**src/rtl/mem_port_arbiter_pkg.sv**
```systemverilog
// rtl/mem_port_arbiter_pkg.sv - shared types and constants for the memory port arbiter
//
// Purpose: arbiter FSM state encodings, bus owner encodings and the bus width.
// Ports:   none (package).

package mem_port_arbiter_pkg;

   localparam int BUS_W = 32;

   typedef enum logic [1:0] {
      ARB_IDLE = 2'd0,
      ARB_ADDR = 2'd1,
      ARB_DATA = 2'd2
   } arb_state_e;

   typedef enum logic [1:0] {
      OWN_NONE = 2'd0,
      OWN_I    = 2'd1,
      OWN_D    = 2'd2
   } owner_e;

endpackage

```
**src/rtl/mem_port_arbiter.sv**
```systemverilog
// rtl/mem_port_arbiter.sv - IF/MEM shared SRAM-like port arbiter with watchdog
//
// Purpose: grants one of the IF (fetch) or MEM (load/store) stages onto the single
//          memory bus, data first, one transaction outstanding, and sequences the
//          addr_ok/data_ok handshake. A watchdog force-completes a stuck transaction.
// Ports:
//   clk, rst                       clock, synchronous active-high reset
//   inst_req/inst_addr             fetch request (level) and address
//   inst_rdata/inst_valid          fetch data and one-cycle completion
//   data_req/wen/addr/wdata        load/store request (level), strobes, address, data
//   data_rdata/data_valid          load data and one-cycle completion
//   bus_req/wr/wstrb/addr/wdata    registered bus request
//   bus_addr_ok/data_ok/rdata      bus handshake and read data
//   stallreq_for_if/_mem           per-stage hold requests to the stall controller
//   bus_timeout                    sticky watchdog error flag

module mem_port_arbiter
   import mem_port_arbiter_pkg::*;
#(
   parameter int TIMEOUT_CYC = 255,
   parameter int CNT_W       = 8
) (
   input  logic             clk,
   input  logic             rst,
   input  logic             inst_req,
   input  logic [BUS_W-1:0] inst_addr,
   output logic [BUS_W-1:0] inst_rdata,
   output logic             inst_valid,
   input  logic             data_req,
   input  logic [3:0]       data_wen,
   input  logic [BUS_W-1:0] data_addr,
   input  logic [BUS_W-1:0] data_wdata,
   output logic [BUS_W-1:0] data_rdata,
   output logic             data_valid,
   output logic             bus_req,
   output logic             bus_wr,
   output logic [3:0]       bus_wstrb,
   output logic [BUS_W-1:0] bus_addr,
   output logic [BUS_W-1:0] bus_wdata,
   input  logic             bus_addr_ok,
   input  logic             bus_data_ok,
   input  logic [BUS_W-1:0] bus_rdata,
   output logic             stallreq_for_if,
   output logic             stallreq_for_mem,
   output logic             bus_timeout
);

   arb_state_e       state_q, state_d;
   owner_e           owner_q, owner_d;
   logic [BUS_W-1:0] addr_q, addr_d;
   logic [BUS_W-1:0] wdata_q, wdata_d;
   logic [3:0]       wstrb_q, wstrb_d;
   logic             wr_q, wr_d;
   logic [CNT_W-1:0] wdog_q, wdog_d;
   logic             timeout_q, timeout_d;

   logic             done;
   logic             forced;
   logic             wdog_hit;
   logic [BUS_W-1:0] resp_rdata;

   assign wdog_hit = (wdog_q == CNT_W'(TIMEOUT_CYC));

   always_ff @(posedge clk) begin
      if (rst) begin
         state_q   <= ARB_IDLE;
         owner_q   <= OWN_NONE;
         addr_q    <= '0;
         wdata_q   <= '0;
         wstrb_q   <= '0;
         wr_q      <= 1'b0;
         wdog_q    <= '0;
         timeout_q <= 1'b0;
      end else begin
         state_q   <= state_d;
         owner_q   <= owner_d;
         addr_q    <= addr_d;
         wdata_q   <= wdata_d;
         wstrb_q   <= wstrb_d;
         wr_q      <= wr_d;
         wdog_q    <= wdog_d;
         timeout_q <= timeout_d;
      end
   end

   always_comb begin
      state_d   = state_q;
      owner_d   = owner_q;
      addr_d    = addr_q;
      wdata_d   = wdata_q;
      wstrb_d   = wstrb_q;
      wr_d      = wr_q;
      timeout_d = timeout_q;
      wdog_d    = wdog_q;
      done      = 1'b0;
      forced    = 1'b0;

      case (state_q)
         ARB_IDLE: begin
            // Data has priority so a pending load/store never starves behind fetches.
            if (data_req) begin
               owner_d = OWN_D;
               addr_d  = data_addr;
               wdata_d = data_wdata;
               wstrb_d = data_wen;
               wr_d    = |data_wen;
               state_d = ARB_ADDR;
            end else if (inst_req) begin
               owner_d = OWN_I;
               addr_d  = inst_addr;
               wdata_d = '0;
               wstrb_d = 4'b0000;
               wr_d    = 1'b0;
               state_d = ARB_ADDR;
            end
         end
         ARB_ADDR: begin
            if (bus_addr_ok && bus_data_ok) begin
               done = 1'b1;
            end else if (bus_addr_ok) begin
               state_d = ARB_DATA;
            end else if (wdog_hit) begin
               done   = 1'b1;
               forced = 1'b1;
            end
         end
         ARB_DATA: begin
            if (bus_data_ok) begin
               done = 1'b1;
            end else if (wdog_hit) begin
               done   = 1'b1;
               forced = 1'b1;
            end
         end
         default: state_d = ARB_IDLE;
      endcase

      if (done) begin
         state_d = ARB_IDLE;
         owner_d = OWN_NONE;
      end
      if (forced) begin
         timeout_d = 1'b1;
      end

      // Watchdog measures time spent in the current busy state only.
      if ((state_d != state_q) || (state_q == ARB_IDLE)) begin
         wdog_d = '0;
      end else begin
         wdog_d = wdog_q + CNT_W'(1);
      end

      resp_rdata = forced ? '0 : bus_rdata;

      // A completion coinciding with reset is dropped: the transaction never happened.
      inst_valid = done && !rst && (owner_q == OWN_I);
      data_valid = done && !rst && (owner_q == OWN_D);
      inst_rdata = inst_valid ? resp_rdata : '0;
      data_rdata = data_valid ? resp_rdata : '0;

      stallreq_for_if  = inst_req & ~inst_valid;
      stallreq_for_mem = data_req & ~data_valid;
   end

   assign bus_req     = (state_q == ARB_ADDR);
   assign bus_wr      = wr_q;
   assign bus_wstrb   = wstrb_q;
   assign bus_addr    = addr_q;
   assign bus_wdata   = wdata_q;
   assign bus_timeout = timeout_q;

endmodule

```
**config.mk**
```make
export PLATFORM = sky130hd
export DESIGN_NAME = mem_port_arbiter
export DESIGN_NICKNAME = d
export VERILOG_FILES = /design/src/rtl/mem_port_arbiter_pkg.sv /design/src/rtl/mem_port_arbiter.sv
export SDC_FILE = /design/constraint.sdc
export NUM_CORES = 1
export LEC_CHECK = 0
export ABC_AREA = 1
export BUFFER_PORTS_ARGS = -buffer_cell sky130_fd_sc_hd__buf_4
export CAP_MARGIN = 10
export CORE_ASPECT_RATIO = 0.9
export CORE_MARGIN = 4
export CORE_UTILIZATION = 38
export DETAILED_ROUTE_END_ITERATION = 12
export HOLD_SLACK_MARGIN = 0.08
export PLACE_DENSITY_LB_ADDON = 0.12
export REMOVE_ABC_BUFFERS = 1
export SLEW_MARGIN = 20
export SYNTH_ARGS = -nofsm -noshare
export SYNTH_HDL_FRONTEND = slang
export SYNTH_SLANG_ARGS = --single-unit
export TNS_END_PERCENT = 1
```
**constraint.sdc**
```tcl
create_clock -name clk -period 1.95 [get_ports clk]
set_input_delay 0.39 -clock clk [delete_from_list [all_inputs] [get_ports clk]]
set_output_delay 0.39 -clock clk [all_outputs]
set_load 0.01 [all_outputs]
```
==> metrics.md, run 1 <==
| Metric | Value |
|---|---|
| Reg-to-Reg Start | state_q[0]$_SDFF_PP0_ |
| Clock-pin slew on the worst setup and hold paths | 0.06 ns |
| Final Hold Vio Count | 0 |
| Fin cells | 966 |
| Post-synth ARST share | 0 |
| Die Y | 107.6 um |
| Most frequent cells after synthesis | nand2_1, dfxtp_1, nor3_2 |
| Initial antenna violation count | 0 |
| First-pass GRT wire length | 21.42 mm |
| Gr ovfl total | 0 |
| Synthesis-to-finish area growth | 65.47% |
| Synth area leaders | dfxtp_1, nand2_1, nor3_2, a21oi_1, a31oi_1 |
| Wire length per cell | around 14 um |
| Die Wd | 118.7 um |
| Setup Crit Path Kind | reg2out |
| Worst Path Buf+Inv | 2 |
| Total power | 6.285 mW |
| CTS root buffer | clkbuf_16 |
| Vias in the first global route | 4469 |
| Worst r2r dst | bus_wr$_SDFFE_PP0P_ |
| Top_reg_cell synth | dfxtp_1 |
| Cell depth of the worst flop-to-flop path | 9 |
| Worst Tran Pin Value | 0.4235 ns |
| Hold Crit Class | in2reg |
| Crit path cell chain | ha_4 > nand2_4 > nor2_4 > nand2_2 > nand2_1 > nand2_2 > nand2_2 > nand2_4 > nor2_8 > nand3_4 > buf_4 > nor3_2 > buf_4 |
| RSZ-0062 raised after global routing | yes |
| Post-CTS Setup Repair Bufs | 0 |
| DR pass1 iterations | 5 |
| Register-to-register setup slack | around 0.14 ns |
| Syn_area_per_cell | 7.589 um2 |
| Final Setup Violations | 68 |
| Cell area after synthesis | 4189 um2 |
| Clk sink count | between 80 and 90 |
| Core area | about 11000 um2 |
| Gate Count Post-Synth | ~550 |
| Most used cell, CP | nand2_2 |
| Most common cell in the netlist | nand2_1 |
| Vias per Instance | 4.808 |
| Distinct cells, synth | 29 |
| Crit path max-delay family | simple AND/OR/NAND/NOR gates |
| Pwr/cell area | 906.7 nW/um2 |
| Cell Count Post-Placement | 950 |
| Dominant cell type by area after synthesis | dfxtp_1 |
| Crit path max-delay cell type | dfxtp_2 |
| #FFs+latches synth | a little over 80 |
| Outcome | finished, violations left |
| FP Rows | 36 |
| Io pins | 277 |
| Maximum VDD drop | approximately 0.00053 V |
| Drc violations | 0 |
| Nets@finish | between 900 and 1000 |
| Max_slew headroom | 0.7177 |
| Routed Antenna Nets | 0 |
| CTS H-Tree Depth | 3 |
| Arr. time, crit path | slightly below 2 ns |
| Yosys warning total | 0 |
| Top cell type's share of synthesized area | 0.3919 |
| Worst-Skew Late Latency | around 0.33 ns |
| Min-delay src | data_wdata[29] |
| Global Route Usage Sum | 0.2033 |
| Vias | 4645 |
| Crit-path max cell delay | 0.35 ns |
| Ant diodes | 0 |
| Number of synthesized flops with an enable pin | 0 |
| CTS tree | yes |
| Drt initial violations | 158 |
| Hold Path Cell Cnt | 3 |
| Area of the die | ~13000 um2 |
| Port buffer count | 276 |
| Leakage | roughly 3.5 nW |
| Global placer's final weighted congestion | between 0.8 and 0.9 |
| DP HPWL | 10.72 mm |
| Failing checks | setup timing |
| Minimum clock period | 2.352 ns |
| Largest net degree at the start of global routing | 63 |
| Final worst-path cycle share | 1.206 |
| Total CTS buffers | 9 |
| Sequential element share of the synthesized area | 0.3919 |
| Layout cells sized above 1 | 0.4970 |
| Initial Util | 0.3875 |
| Max-slew violations | 0 |
| PnR worst setup slack | -0.4019 ns |
| Achievable clock frequency | about 430 MHz |
| Clock skew | 0.01128 ns |
| Worst-path maximum fanout | 9 |
| CP Launch Type | flop |
| WP data required | 1.56 ns |
| Drt total wl | 13.92 mm |
| Worst Hold Path EP | bus_wdata[29]$_SDFFE_PP0P_ |
| Max clock buf depth | 2 |
| Crit end category | primary output |
| MaxCap Viol Count | 0 |
power breakdown:
| part | internal [mW] | switching [mW] |
|---|---|---|
| Clock | 1.00 | 0.701 |
| Sequential | 2.04 | 0.194 |
| Combinational | 1.07 | 1.28 |
placed cells by master, fill, tap and decap left out, drive strengths merged, types with 4 or more instances in the layout:
master,instances
nand3,5
nand2,162
a21oi,42
ha,5
inv,55
buf,308
dfxtp,82
a31oi,32
o21ai,33
clkbuf,9
xnor2,4
nor3,65
nor2,19
logic make-up (layout without fill, tap and decap cells):
kind of cell             count (synthesis)  in the layout  synth area share
AND/OR/NAND/NOR                        253            253            0.3333
AO/OA/AOI/OAI                          110            110            0.1437
buffers and inverters                   96            377            0.1036
flip-flops                              82             82            0.3919
XOR/XNOR                                 6              6           0.01254
adder cells (fa/ha/maj)                  5              5           0.01493
worst max path at each step:
stage                                     start             endpoint  slack [ns]  depth (start not counted)
after global placement     wdog_q[0]$_SDFF_PP0_       data_rdata[31]       -0.07                         13
after global routing      state_q[1]$_SDFF_PP0_       data_rdata[21]       -0.52                         12
after floorplan                        data_req  bus_wr$_SDFFE_PP0P_       -2.21                          6
after detailed placement   wdog_q[0]$_SDFF_PP0_       data_rdata[14]       -0.12                         13
after CTS                  wdog_q[0]$_SDFF_PP0_       data_rdata[14]       -0.43                         13
final                      wdog_q[0]$_SDFF_PP0_       data_rdata[21]       -0.40                         13
per-stage QoR:
step | util | hold WS [ns] | TNS (ns) | instance area, um2 | setup WS (ns)
after floorplan | - | 0.4176 | -171.18 | 3954 | -2.209
after CTS | 0.6381 | 0.3061 | -25.11 | 6898 | -0.4280
after global placement | 0.6052 | 0.4520 | -1.513 | 6543 | -0.06555
after detailed placement | 0.6052 | 0.4570 | -4.697 | 6543 | -0.1208
final | 0.6412 | 0.3131 | -23.43 | 6932 | -0.4019
after global routing | 0.6412 | 0.3128 | -30.75 | 6932 | -0.5228
worst min-delay path, cell delays in order:
cell,delay (ns)
buf_4,0.08
nand2_1,0.04
a21oi_1,0.10
what timing repair did:
item                                    in CTS  in global routing
gates resized for setup                     14                  7
endpoints found under the setup margin      68                 79
hold buffers                                 0                  0
metal layers:
metal / track usage / vias to the layer above / part of all wire
li1: - / 2346 / -
met1: 0.2173 / 2096 / 0.38
met2: 0.3732 / 182 / 0.51
met3: 0.06726 / 21 / 0.087
met4: 0.07527 / 0 / 0.020
met5: 0 / - / 0
flip-flops by register name (all words and copies together), names as in the netlist:
| register | cells |
|---|---|
| bus_wstrb | 4 |
| bus_timeout | 1 |
| bus_wr | 1 |
| state_q | 2 |
| bus_addr | 32 |
| owner_q | 2 |
| wdog_q | 8 |
| bus_wdata | 32 |
area by class of cell:
type | count | area [um2]
well taps | 133 | 166.4
fillers | 952 | 3879
multi-input cells | 374 | 2203
flip-flops and latches | 82 | 1645
repair buffers | 308 | 2416
clock buffers | 9 | 225.2
clock inverters | 7 | 76.32
inverters | 53 | 198.9
(Power assumes the default switching activity.)
==> run 2, diff against run 1 <==
Settings changed: CORE_UTILIZATION 38 to 42.
Clock period 1.95 ns to 2.3 ns, I/O delays scaled along.
==> run 2 against run 1 <==
Effect of this change: the run still ends with setup timing left; global-route usage grew 1.7 points; sequential cell count is the same; wire length shrank 1.8%; sequential power shrank 15%; power shrank 24%; clock-buffer cell count grew 1; cell area shrank 3.1%; non-clock buffer count shrank 12; largest cell class unchanged.
==> metrics.md, run 2 (synthesis gave the netlist of run 1 again) <==
| Metric | Value |
|---|---|
| Outcome | finished, violations left |
| Failing checks | setup timing |
| Core area | 9699 um2 (-10%) |
| Largest net degree at the start of global routing | 66 (+4.8%) |
| Wire length per cell | 14.43 um (+0.16%) |
| Switch Pwr | 1.761 mW (-19%) |
| Internal power | 2.994 mW (-27%) |
| Final worst-path cycle share | 1.091 |
| Port buffer count | 276 (unchanged) |
| Most used cell, CP | nand2_2 |
| CP Launch Type | flop |
| Drc violations | 0 (unchanged) |
| Leakage | 3.355 nW (-3.6%) |
| Vias | 4618 (-0.58%) |
| Setup Crit Path Kind | reg2out |
| Drt initial violations | 245 (+55%) |
| DR pass1 iterations | 4 (-1) |
| Clk sink count | 82 (unchanged) |
| Pwr/cell area | 707.7 nW/um2 (-22%) |
| Hold Path Cell Cnt | 3 (unchanged) |
| Total CTS buffers | 9 (unchanged) |
| Min-delay src | data_wdata[15] |
| Gr ovfl total | 0 (unchanged) |
| Routed Antenna Nets | 0 (unchanged) |
| Vias in the first global route | 4385 (-1.9%) |
| Ant diodes | 0 (unchanged) |
| Placed inst area | 6406 um2 (-2.1%) |
| Crit path max-delay family | simple AND/OR/NAND/NOR gates |
| Vias per Instance | 4.876 (+1.4%) |
| Crit path cell chain | ha_4 > nand2_4 > nor2_4 > nand2_2 > nand2_1 > nand2_2 > nand2_2 > nand2_4 > nor2_8 > nand3_4 > buf_12 > nor3_2 > buf_4 |
| Global placer's final weighted congestion | 0.9858 (+16%) |
| Clock-pin slew on the worst setup and hold paths | 0.09 ns (+0.03 ns) |
| Clock skew | 0.01226 ns (+0.0009768 ns) |
| Cell depth of the worst flop-to-flop path | 11 (+2) |
| Nets@finish | 959 (-1.2%) |
| Most common cell after layout, fill and taps aside | buf_4 |
| Worst Tran Pin Value | 0.5890 ns (+0.1655 ns) |
| PnR worst setup slack | -0.2096 ns (+0.1923 ns) |
| CTS H-Tree Depth | 3 (unchanged) |
| Final Hold Vio Count | 0 (unchanged) |
| Global Route Usage Sum | 0.2198 (+0.01652) |
| MaxCap Viol Count | 0 (unchanged) |
| Final Setup Violations | 66 (-2.9%) |
| Layout cells sized above 1 | 0.4933 (-0.003698) |
| Area of the die | 11640 um2 (-8.9%) |
| Worst Hold Path EP | bus_wdata[15]$_SDFFE_PP0P_ |
| Reg-to-Reg Start | state_q[1]$_SDFF_PP0_ |
| DP HPWL | 10.50 mm (-2.1%) |
| Switching Share | 0.3704 (+0.02423) |
| First-pass GRT wire length | 20.96 mm (-2.2%) |
| Minimum clock period | around 2.5 ns |
| WP data required | 1.84 ns (+0.28 ns) |
| FP Rows | 34 (-5.6%) |
| Final instance area | 6719 um2 (-3.1%) |
| Combinational Power Share | 0.395 (+0.022) |
| Worst-Skew Late Latency | 0.35 ns (+0.02 ns) |
| RSZ-0062 raised after global routing | yes |
| Crit end category | primary output |
| Die Wd | 113.3 um (-4.6%) |
| Worst r2r dst | wdog_q[5]$_SDFF_PP0_ |
| Most frequent cells in the layout | buf_4, nand2_1, dfxtp_1 |
| Max clock buf depth | 2 (unchanged) |
| Drt total wl | 13.67 mm (-1.8%) |
| Register-to-register setup slack | 0.24 ns (+0.10 ns) |
| Max_slew headroom | 0.6064 (-0.1112) |
| CTS root buffer | clkbuf_8 |
| Die Y | 102.7 um (-4.5%) |
| Achievable clock frequency | 398.5 MHz |
| Power share of the sequential group | 0.400 (+0.044) |
| Clock power frac | 0.205 (-0.066) |
| Crit-path max cell delay | 0.37 ns (+0.02 ns) |
| Hold Crit Class | in2reg |
| Worst-path maximum fanout | 17 (+8) |
| Io pins | 277 (unchanged) |
| Arr. time, crit path | 2.05 ns (+0.09 ns) |
| # hold bufs at CTS | 0 (unchanged) |
| Synthesis-to-finish area growth | 60.39% |
| Worst Path Buf+Inv | 2 (unchanged) |
| Crit path max-delay cell type | dfxtp_4 |
| Max-slew violations | 0 (unchanged) |
| CTS tree | yes |
| Initial Util | 0.4319 (+0.04439) |
| Maximum VDD drop | 0.0004657 V (-12%) |
| Initial antenna violation count | 0 (unchanged) |
| Pre-CTS setup slack | -0.02019 ns (+0.1006 ns) |
## run 2: final cells by class
cell class | instances | area [um2]
Sequential cell | 82 | 1649
Tap cell | 126 | 157.7
Clock inverter | 6 | 48.80
Clock buffer | 10 | 137.6
Timing Repair Buffer | 296 | 2311
Fill cell | 802 | 2980
Multi-Input combinational cell | 374 | 2213
Inverter | 53 | 201.4
## run 2: how the worst max path moves through the flow
stage	from	end	slack, ns	cells past startpoint
final	wdog_q[0]$_SDFF_PP0_	data_rdata[12]	-0.21	13
after CTS	wdog_q[0]$_SDFF_PP0_	data_rdata[31]	-0.25	13
after global placement	wdog_q[0]$_SDFF_PP0_	data_rdata[1]	0.10	13
after global routing	wdog_q[0]$_SDFF_PP0_	data_rdata[12]	-0.34	13
after detailed placement	state_q[1]$_SDFF_PP0_	bus_wdata[30]$_SDFFE_PP0P_	-0.02	9
after floorplan	data_req	bus_wr$_SDFFE_PP0P_	-1.93	6
## run 2: stage by stage
stage / setup TNS (ns) / util / hold slack, ns / power (mW) / instances
after floorplan: -130.22 / - / 0.4176 / 2.811 / 509
after global placement: 0 / 0.6605 / 0.4279 / 3.733 / 931
after detailed placement: -0.05200 / 0.6605 / 0.4472 / 3.776 / 931
after CTS: -13.11 / 0.6847 / 0.3318 / 4.781 / 947
after global routing: -19.02 / 0.6927 / 0.3367 / 5.106 / 947
final: -10.48 / 0.6927 / 0.3558 / 4.755 / 947
## run 2: worst reg2reg max path, stage by stage, from the launching register on
cell and delay (ns):
dfxtp_2 0.36, inv_2 0.09, ha_1 0.16, inv_1 0.10, a21oi_4 0.14, clkbuf_8 0.35
o21ai_0 0.14, nor2_1 0.11, nand2_1 0.08, a21oi_1 0.13, nand2_1 0.18, nor2_1 0.14
## run 2: repair_timing
item / 4_1_cts / 5_1_grt
setup endpoints to repair: 75 / 90
pin swaps: 0 / 0
setup buffers: 0 / 0
resized for setup: 14 / 19
## run 2: routing by layer
layer	track usage	share of wire
met5	0	0
met4	0.07301	0.024
met3	0.07394	0.091
met2	0.4066	0.52
met1	0.2377	0.37
## run 2: power groups by stage
stage,clock (mW),combinational (mW),sequential (mW)
2_1_floorplan,0,0.780,2.03
3_3_place_gp,0,1.83,1.90
3_5_place_dp,0,1.86,1.92
4_1_cts,1.01,1.88,1.90
5_1_grt,1.08,2.08,1.95
6_report,0.973,1.88,1.90
==> run 3, diff against run 2 <==
Settings changed: ABC_AREA 1 to not set.
==> run 3 against run 2 <==
Effect of this change: the run still ends with setup timing left; final cell count decreased by 3.7%; clock skew decreased by 0.0041 ns; sequential cell count unchanged; largest power group is now combinational cells.
==> metrics.md, run 3 <==
| Metric | Value |
|---|---|
| Outcome | finished, violations left |
| Failing checks | setup timing |
| Vias per Instance | 5.081 (+4.2%) |
| CTS tree | yes |
| Minimum clock period | 2.932 ns (+0.4228 ns) |
| CP Launch Type | flop |
| Gr ovfl total | 0 (unchanged) |
| Initial antenna violation count | 0 (unchanged) |
| Sequential element share of the synthesized area | 0.4130 (+0.02109) |
| Maximum VDD drop | 0.0006441 V (+38%) |
| CTS H-Tree Depth | 3 (unchanged) |
| Io pins | 277 (unchanged) |
| Ant diodes | 0 (unchanged) |
| Dominant cell type by area after synthesis | dfxtp_1 |
| WP data required | 1.84 ns (about the same) |
| Arr. time, crit path | 2.47 ns (+0.42 ns) |
| Most frequent cells after synthesis | dfxtp_1, nand2_1, nor2_1 |
| Die Y | 100.3 um (-2.4%) |
| Max clock buf depth | 2 (unchanged) |
| Combinational Power Share | 0.449 (+0.054) |
| Top cell type's share of synthesized area | 0.4130 (+0.02109) |
| Crit end category | primary output |
| Most common cell in the netlist | dfxtp_1 |
| Hold Crit Class | in2reg |
| Total CTS buffers | 9 (unchanged) |
| Die Wd | 110.5 um (-2.4%) |
| Switch Pwr | 2.026 mW (+15%) |
| Global Route Usage Sum | 0.2464 (+0.02662) |
| Number of synthesized flops with an enable pin | 0 (unchanged) |
| Achievable clock frequency | 341.0 MHz (-14%) |
| Nets@finish | 928 (-3.2%) |
| Drt total wl | 14.68 mm (+7.4%) |
| Largest net degree at the start of global routing | 74 (+12%) |
| Drc violations | 0 (unchanged) |
| Area of the die | 11090 um2 (-4.7%) |
| Gate Count Post-Synth | 499 (-9.6%) |
| Max-slew violations | 0 (unchanged) |
| Post-synth ARST share | 0 (unchanged) |
| Worst-path maximum fanout | 14 (-3) |
| First-pass GRT wire length | 22.47 mm (+7.2%) |
| Most frequent cells in the layout | buf_4, dfxtp_1, nand2_1 |
| #FFs+latches synth | 82 (unchanged) |
| FP Rows | 33 (-2.9%) |
| MaxCap Viol Count | 0 (unchanged) |
| Final worst-path cycle share | 1.275 (+0.1838) |
| Worst Path Buf+Inv | 3 (+1) |
| Layout cells sized above 1 | 0.4962 (+0.002902) |
| Cell Count Post-Placement | 887 (-4.7%) |
| CTS root buffer | clkbuf_8 |
| Initial Util | 0.4337 (+0.001772) |
| Crit-path max cell delay | 0.50 ns (+0.13 ns) |
| Final Hold Vio Count | 0 (unchanged) |
| Leakage | 3.298 nW (-1.7%) |
| Final Setup Violations | 68 (+3.0%) |
| Synth area leaders | dfxtp_1, mux2i_1, nand2_1, nor2_1, a211oi_1 |
| Yosys warning total | 0 (unchanged) |
| Port buffer count | 276 (unchanged) |
| Crit path cell chain | ha_4 > nand4_1 > a211oi_4 > nor2_4 > or4b_4 > buf_6 > buf_12 > nor2_2 > buf_4 |
| Worst-Skew Late Latency | 0.34 ns (about the same) |
| Routed Antenna Nets | 0 (unchanged) |
| Min-delay src | data_wdata[7] |
| Distinct cells, synth | 35 (+21%) |
| Reg-to-Reg Start | wdog_q[0]$_SDFF_PP0_ |
| Setup TNS | -39.34 ns (-28.86 ns) |
| Placed inst area | 6316 um2 (-1.4%) |
| Most common cell after layout, fill and taps aside | buf_4 |
| Pwr/cell area | 826.0 nW/um2 (+17%) |
| Drt initial violations | 356 (+45%) |
| Syn_area_per_cell | 7.966 um2 (+5.0%) |
| Clk sink count | 82 (unchanged) |
| Top_reg_cell synth | dfxtp_1 |
| Clock power frac | 0.203 (-0.002) |
| Clock skew | 0.008138 ns (-0.004124 ns) |
| Wire length per cell | 16.09 um (+12%) |
| Crit path max-delay cell type | or4b_4 |
| DR pass1 iterations | 4 (unchanged) |
| Vias | 4634 (+0.35%) |
| PnR worst setup slack | -0.6325 ns (-0.4228 ns) |
| Clock-pin slew on the worst setup and hold paths | 0.09 ns (about the same) |
| Synthesis-to-finish area growth | 70.00% |
| DP HPWL | 10.89 mm (+3.7%) |
| Final instance area | 6758 um2 (+0.58%) |
| Core area | 9166 um2 (-5.5%) |
| Vias in the first global route | 4615 (+5.2%) |
| Global placer's final weighted congestion | 0.9656 (-2.0%) |
| Switching Share | 0.3629 (-0.007492) |
| Setup Crit Path Kind | reg2out |
| Worst Tran Pin Value | 0.7625 ns (+0.1735 ns) |
| Fin cells | 912 (-3.7%) |
| Power share of the sequential group | 0.348 (-0.052) |
| # hold bufs at CTS | 0 (unchanged) |
| Max_slew headroom | 0.4917 (-0.1147) |
| Cell area after synthesis | 3975 um2 (-5.1%) |
| Crit path max-delay family | simple AND/OR/NAND/NOR gates |
| Internal power | 3.556 mW (+19%) |
| Crit path from | wdog_q[0]$_SDFF_PP0_ |
| RSZ-0062 raised after global routing | yes |
## run 3: logic make-up after synthesis
kind of cell               Yosys count  share of synthesized area
xor gates and xnor gates             7                    0.01542
DFF                                 82                     0.4130
buffers and inverters               49                    0.06295
adders and majority gates            5                    0.01574
muxes                               32                    0.08058
AOI/OAI and AO/OA                   83                     0.1353
and+or+nand+nor                    241                     0.2770
## run 3: final cells by class
cell class	count	area [um2]
repair buffers	318	2494
inverters	6	22.52
multi-input cells	368	2223
clock buffers	11	141.4
flip-flops and latches	82	1647
fillers	710	2409
clock inverters	5	77.57
well taps	122	152.6
## run 3: worst paths after layout
kind	end	slack (ns)	depth (start not counted)
setup / recovery	data_rdata[23]	-0.63	9
hold / removal	bus_wdata[7]$_SDFFE_PP0P_	0.39	3
setup reg to reg	wdog_q[4]$_SDFF_PP0_	0.14	10
hold reg to reg	bus_timeout$_SDFFE_PP0P_	0.45	2
## run 3: worst min-delay path: stages
cell     delay, ns
buf_4         0.11
nand3_1       0.07
a21oi_1       0.06
## run 3: through the flow
stage               hold slack (ns)  total power, mW  worst slack [ns]  utilization
detailed placement           0.4414            4.323           -0.4114       0.6891
global placement             0.4385            4.236           -0.3513       0.6891
global route                 0.3871            5.926           -0.7319       0.7372
floorplan                    0.4369            3.061            -1.625            -
finish                       0.3888            5.582           -0.6325       0.7372
CTS                          0.3701            5.574           -0.5981       0.7297
## run 3: layer usage
layer	GRT usage	vias up	part of all wire
met2	0.4496	214	0.52
li1	-	2265	-
met5	0	-	0
met3	0.07294	41	0.079
met4	0.1127	0	0.037
met1	0.2645	2114	0.36
## run 3: power groups by stage
| stage | registers (mW) | clock network, mW | logic, mW |
|---|---|---|---|
| 3_3_place_gp | 1.93 | 0 | 2.30 |
| 2_1_floorplan | 2.08 | 0 | 0.978 |
| 3_5_place_dp | 1.95 | 0 | 2.37 |
| 6_report | 1.94 | 1.13 | 2.51 |
| 5_1_grt | 1.98 | 1.22 | 2.73 |
| 4_1_cts | 1.94 | 1.16 | 2.48 |
## run 3: what timing repair did
item                       CTS  global route
hold endpoints to repair     0             0
setup endpoints to repair   68            76
setup buffers                6             2
pin swaps                    5             3
resized for setup           24            12
cloned                       1             0
